===== src/rtl/serial_word_compare.sv =====
// Folds NDIGITS MSB-first 2-bit comparator flag sets into one word-level gt/lt/eq result.
// Optional feature macro: SWC_DIFF_IDX_EN adds first_diff_idx (index of the deciding digit).
module serial_word_compare #(
  parameter int NDIGITS = 4,
  parameter int IDX_W   = 2
) (
  input  logic             clk,
  input  logic             rst_n,
  input  logic             start,
  input  logic             in_valid,
  output logic             in_ready,
  input  logic             gt_in,
  input  logic             lt_in,
  input  logic             eq_in,
  output logic             res_valid,
  input  logic             res_ready,
  output logic             gt,
  output logic             lt,
  output logic             eq,
  output logic             err,
`ifdef SWC_DIFF_IDX_EN
  output logic [IDX_W-1:0] first_diff_idx,
`endif
  output logic             busy
);

  typedef enum logic [1:0] {
    S_IDLE = 2'd0,
    S_RUN  = 2'd1,
    S_DONE = 2'd2
  } state_t;

  localparam logic [IDX_W-1:0] LAST_IDX = IDX_W'(NDIGITS - 1);

  state_t           state_q, state_d;
  logic [IDX_W-1:0] count_q, count_d;
  logic             decided_q, decided_d;
  logic             dir_gt_q, dir_gt_d;
  logic             err_q, err_d;
  logic             gt_q, gt_d;
  logic             lt_q, lt_d;
  logic             eq_q, eq_d;
  logic             in_ready_q, in_ready_d;
  logic             res_valid_q, res_valid_d;
  logic             busy_q, busy_d;
`ifdef SWC_DIFF_IDX_EN
  logic [IDX_W-1:0] idx_q, idx_d;
`endif

  logic digit_legal;
  logic accept_last;

  // Exactly one flag high: odd parity rules out 0 and 2, the AND rules out 3.
  assign digit_legal = (gt_in ^ lt_in ^ eq_in) & ~(gt_in & lt_in & eq_in);
  assign accept_last = in_valid && (count_q == LAST_IDX);

  always_comb begin
    state_d   = state_q;
    count_d   = count_q;
    decided_d = decided_q;
    dir_gt_d  = dir_gt_q;
    err_d     = err_q;
    gt_d      = gt_q;
    lt_d      = lt_q;
    eq_d      = eq_q;
`ifdef SWC_DIFF_IDX_EN
    idx_d     = idx_q;
`endif

    case (state_q)
      S_IDLE: begin
        if (start) begin
          state_d   = S_RUN;
          count_d   = '0;
          decided_d = 1'b0;
          dir_gt_d  = 1'b0;
          err_d     = 1'b0;
          gt_d      = 1'b0;
          lt_d      = 1'b0;
          eq_d      = 1'b0;
`ifdef SWC_DIFF_IDX_EN
          idx_d     = '0;
`endif
        end
      end

      S_RUN: begin
        if (in_valid) begin
          if (!digit_legal) begin
            // Illegal flag sets never decide; the digit still counts.
            err_d = 1'b1;
          end else if (!decided_q && (gt_in || lt_in)) begin
            decided_d = 1'b1;
            dir_gt_d  = gt_in;
`ifdef SWC_DIFF_IDX_EN
            idx_d     = count_q;
`endif
          end

          if (accept_last) begin
            state_d = S_DONE;
            count_d = '0;
            gt_d    = decided_d & dir_gt_d;
            lt_d    = decided_d & ~dir_gt_d;
            eq_d    = ~decided_d;
          end else begin
            count_d = count_q + IDX_W'(1);
          end
        end
      end

      S_DONE: begin
        if (res_ready) begin
          gt_d = 1'b0;
          lt_d = 1'b0;
          eq_d = 1'b0;
          if (start) begin
            // Back-to-back word: skip IDLE and start clean.
            state_d   = S_RUN;
            count_d   = '0;
            decided_d = 1'b0;
            dir_gt_d  = 1'b0;
            err_d     = 1'b0;
`ifdef SWC_DIFF_IDX_EN
            idx_d     = '0;
`endif
          end else begin
            state_d = S_IDLE;
          end
        end
      end

      default: begin
        state_d = S_IDLE;
        count_d = '0;
      end
    endcase

    in_ready_d  = (state_d == S_RUN);
    res_valid_d = (state_d == S_DONE);
    busy_d      = (state_d != S_IDLE);
  end

  always_ff @(posedge clk or negedge rst_n) begin
    if (!rst_n) begin
      state_q     <= S_IDLE;
      count_q     <= '0;
      decided_q   <= 1'b0;
      dir_gt_q    <= 1'b0;
      err_q       <= 1'b0;
      gt_q        <= 1'b0;
      lt_q        <= 1'b0;
      eq_q        <= 1'b0;
      in_ready_q  <= 1'b0;
      res_valid_q <= 1'b0;
      busy_q      <= 1'b0;
`ifdef SWC_DIFF_IDX_EN
      idx_q       <= '0;
`endif
    end else begin
      state_q     <= state_d;
      count_q     <= count_d;
      decided_q   <= decided_d;
      dir_gt_q    <= dir_gt_d;
      err_q       <= err_d;
      gt_q        <= gt_d;
      lt_q        <= lt_d;
      eq_q        <= eq_d;
      in_ready_q  <= in_ready_d;
      res_valid_q <= res_valid_d;
      busy_q      <= busy_d;
`ifdef SWC_DIFF_IDX_EN
      idx_q       <= idx_d;
`endif
    end
  end

  assign in_ready  = in_ready_q;
  assign res_valid = res_valid_q;
  assign gt        = gt_q;
  assign lt        = lt_q;
  assign eq        = eq_q;
  assign err       = err_q;
  assign busy      = busy_q;
`ifdef SWC_DIFF_IDX_EN
  assign first_diff_idx = idx_q;
`endif

endmodule


===== config.mk =====
export PLATFORM = sky130hd
export DESIGN_NAME = serial_word_compare
export DESIGN_NICKNAME = d
export VERILOG_FILES = /design/src/rtl/serial_word_compare.sv
export SDC_FILE = /design/constraint.sdc
export NUM_CORES = 1
export LEC_CHECK = 0
export CAP_MARGIN = 20
export CORE_MARGIN = 10
export CORE_UTILIZATION = 48
export DETAILED_ROUTE_END_ITERATION = 16
export PLACE_DENSITY = 0.78
export SLEW_MARGIN = 20
export SYNTH_ARGS = -nofsm -noshare
export SYNTH_HDL_FRONTEND = slang
export SYNTH_SLANG_ARGS = --single-unit

===== constraint.sdc =====
create_clock -name clk -period 1.7 [get_ports clk]
set_clock_uncertainty 0.05 [all_clocks]
set_input_delay 0.34 -clock clk [delete_from_list [all_inputs] [get_ports clk]]
set_output_delay 0.34 -clock clk [all_outputs]
set_load 0.03 [all_outputs]

==> impl_metrics.toml <==
[sta]
fin_crit_sh = 0.973
hold_viol = 0
finalSetupTns_ps = 0
rsz0062_at_grt = "no"
hold_slack_ps = 316
maxSlewViolCount = 0
max_slew_margin = 0.782
worst_slew_pin_slew_ps = 323
period_needed_ps = 1650
fmaxAchievable_mhz = 605
final-setup-viol-count = 0

[clock_network]
cts_buffers = 3
cts_setup_buffers = 0
root_buffer = "clkbuf_4"
cts_max_path_buffers = 2
htreeDepth = 1
path_clk_slew_ps = 90
cts_hold_buf = 0
clock_sinks = 13
clock_latency_ps = 280
cts_tree = "built"

[setup_path]
path_buf_inv = 1
critPathMaxFanout = 1
critPathArrivalTime_ps = 1260
r2r_cells = 4
crit_chain = "clkdlybuf4s50_1"
worst_path_dominant_cell_family = "buffers and inverters"
end_kind = "output pin"
startpoint_type = "register"
criticalPathCategory = "reg2out"
worstPathRequired_ps = 1310
slowest_stage = "clkdlybuf4s50_1"
path_depth = 1
slowest_delay_ps = 670

[global_route]
busiest_layer = "met2"
antenna_found_initial = 0
grt_pass1_wl_um = 2440
met2_usage = 0.155
gr-usage-met3 = 0.0349
met1_usage = 0.0933
first_global_vias = 590
track_usage = 0.0896
grt_overflow = 0
grt_max_degree = 14

[synth]
synth_nets = 80
synth_area_leaders = "dfrtp_1 46%, ha_1 5.4%, o221ai_1 5.0%, inv_1 4.3%, o21ai_0 3.6%"
ys_seq_area_frac = 0.464
yosysWarnings = 0
synth_area_leader_cell = "dfrtp_1"
synth_cells = 69
avgSynthCellArea_um2 = 10.2
synth_area_um2 = 701
ys_ff_latch = 13
ys_types = 26
synth_top_area_frac = 0.464

[cells_and_area]
area_growth_syn_to_layout_pct = 34.8
finalNetCount = 103
diodes = 0
fin_util = 0.708
final_cell_area_um2 = 945
layout-drive-gt1-share = 0.165

[power_and_ir_drop]
p_comb_frac = 0.440
p_total_w = 0.00129
switching_share = 0.407
powerDensity_nw_per_um2 = 1360
p_clk_frac = 0.149
p_int_w = 0.000764
power.static_leakage_nw = 0.500
irDropWorstVdd_uv = 776
switching_power_w = 0.000525
p_seq_frac = 0.411

[floorplan]
io_pins = 15
core_area_um2 = 1330
die_w_um = 58.2
num_rows = 13
start_util = 0.525
die-area_um2 = 3390
fp.dieH_um = 58.2

[detailed_routing]
via_per_inst = 5.45
ant_nets = 0
dr.pass1.iters = 4
drc = 0
vias = 578
routedWlPerCell_um = 14.1
wl_um = 1490
first_iter_violations = 8

[run]
max-cap-violations = 0

[placement]
placed_cell_area_um2 = 892
dp_hpwl_um = 1210
portBuffers = 14
gp_congestion = 0.773

[run_status]
status = "completed"

[hold_path]
worst_hold_path_type = "in2async"
[sequential cells by signal (all words and copies together), names as in the netlist]
register and count:
dir_gt_q 1, eq 1, lt 1, in_ready 1
decided_q 1, state_q 2, count_q 2, err 1
busy 1, gt 1, res_valid 1
[layout by cell type (no fill, tap or decap), types with 2 or more instances in the layout]
| cell | n |
|---|---|
| nor2_1 | 5 |
| nand3_1 | 3 |
| dfrtp_1 | 13 |
| dlymetal6s2s_1 | 4 |
| dlygate4sd2_1 | 2 |
| nand2b_1 | 2 |
| inv_1 | 7 |
| o221ai_1 | 4 |
| clkdlybuf4s50_1 | 8 |
| a21oi_1 | 2 |
| clkbuf_4 | 3 |
| buf_4 | 5 |
| nand2_1 | 4 |
| o211ai_1 | 2 |
| o21ai_0 | 5 |
| ha_1 | 2 |
| mux2i_1 | 2 |
| or2_1 | 2 |
[final cells by class]
| cell class | instances | area (um2) |
|---|---|---|
| multi-input combinational | 47 | 359 |
| fill | 106 | 389 |
| inverter | 8 | 30.0 |
| clock buffer | 4 | 26.3 |
| tap | 15 | 18.8 |
| timing repair buffer | 19 | 185 |
| sequential | 13 | 325 |
[power groups by stage]
stage | combinational (W) | sequential (W) | clock (W)
finish | 0.000567 | 0.000530 | 0.000192
global route | 0.000621 | 0.000548 | 0.000209
CTS | 0.000576 | 0.000533 | 0.000196
detailed placement | 0.000588 | 0.000539 | 0
global placement | 0.000580 | 0.000531 | 0
floorplan | 0.000249 | 0.000636 | 0
[worst paths after layout]
path,from,endpoint,slack (ps)
worst max-delay path,busy$_DFF_PN0_,busy,50
worst min-delay path,rst_n,err$_DFFE_PN0P_,320
worst max register to register,count_q[0]$_DFFE_PN0P_,gt$_DFFE_PN0P_,360
worst min register to register,err$_DFFE_PN0P_,err$_DFFE_PN0P_,450
max in group asynchronous,rst_n,busy$_DFF_PN0_,1120
min in group clk,err$_DFFE_PN0P_,err$_DFFE_PN0P_,450
[cell usage after synthesis]
| master | number |
|---|---|
| a21oi_1 | 3 |
| nor2b_1 | 1 |
| mux2i_1 | 2 |
| and2b_1 | 1 |
| ha_1 | 3 |
| nor3b_2 | 1 |
| a31oi_1 | 1 |
| nand3_1 | 3 |
| dfrtp_1 | 13 |
| o21ai_0 | 5 |
| clkbuf_2 | 1 |
| or2_1 | 2 |
| or3_1 | 1 |
| nand4b_4 | 1 |
| o32ai_1 | 1 |
| o211ai_2 | 1 |
| inv_1 | 8 |
| or3b_1 | 1 |
| nand2_1 | 4 |
| and3b_1 | 1 |
| o211ai_1 | 2 |
| o221ai_1 | 4 |
| nand2b_1 | 2 |
| and4b_1 | 1 |
| nor2_1 | 5 |
| or2b_1 | 1 |
[kinds of logic after synthesis]
| family | synth area share |
|---|---|
| AND/OR/NAND/NOR | 0.236 |
| adder cells (fa/ha/maj) | 0.0536 |
| flip-flops | 0.464 |
| AO/OA/AOI/OAI | 0.168 |
| buffers and inverters | 0.0500 |
| multiplexers | 0.0286 |
[routing by layer]
layer	up-vias	routed length, um
li1	290	-
met1	272	655
met2	14	713
met3	2	114
met4	0	6
met5	-	0
[stage by stage]
step | setup WS (ps) | instances
floorplan | 216 | 69
global placement | -300 | 102
detailed placement | -340 | 102
CTS | 6.55 | 106
global route | 5.20 | 106
finish | 46.3 | 106
[timing repair]
action	in CTS	in global routing
gates resized for setup	3	7
setup endpoints to repair	4	5
hold endpoints to repair	0	0
Note: power is estimated with default switching activity, not from simulation.
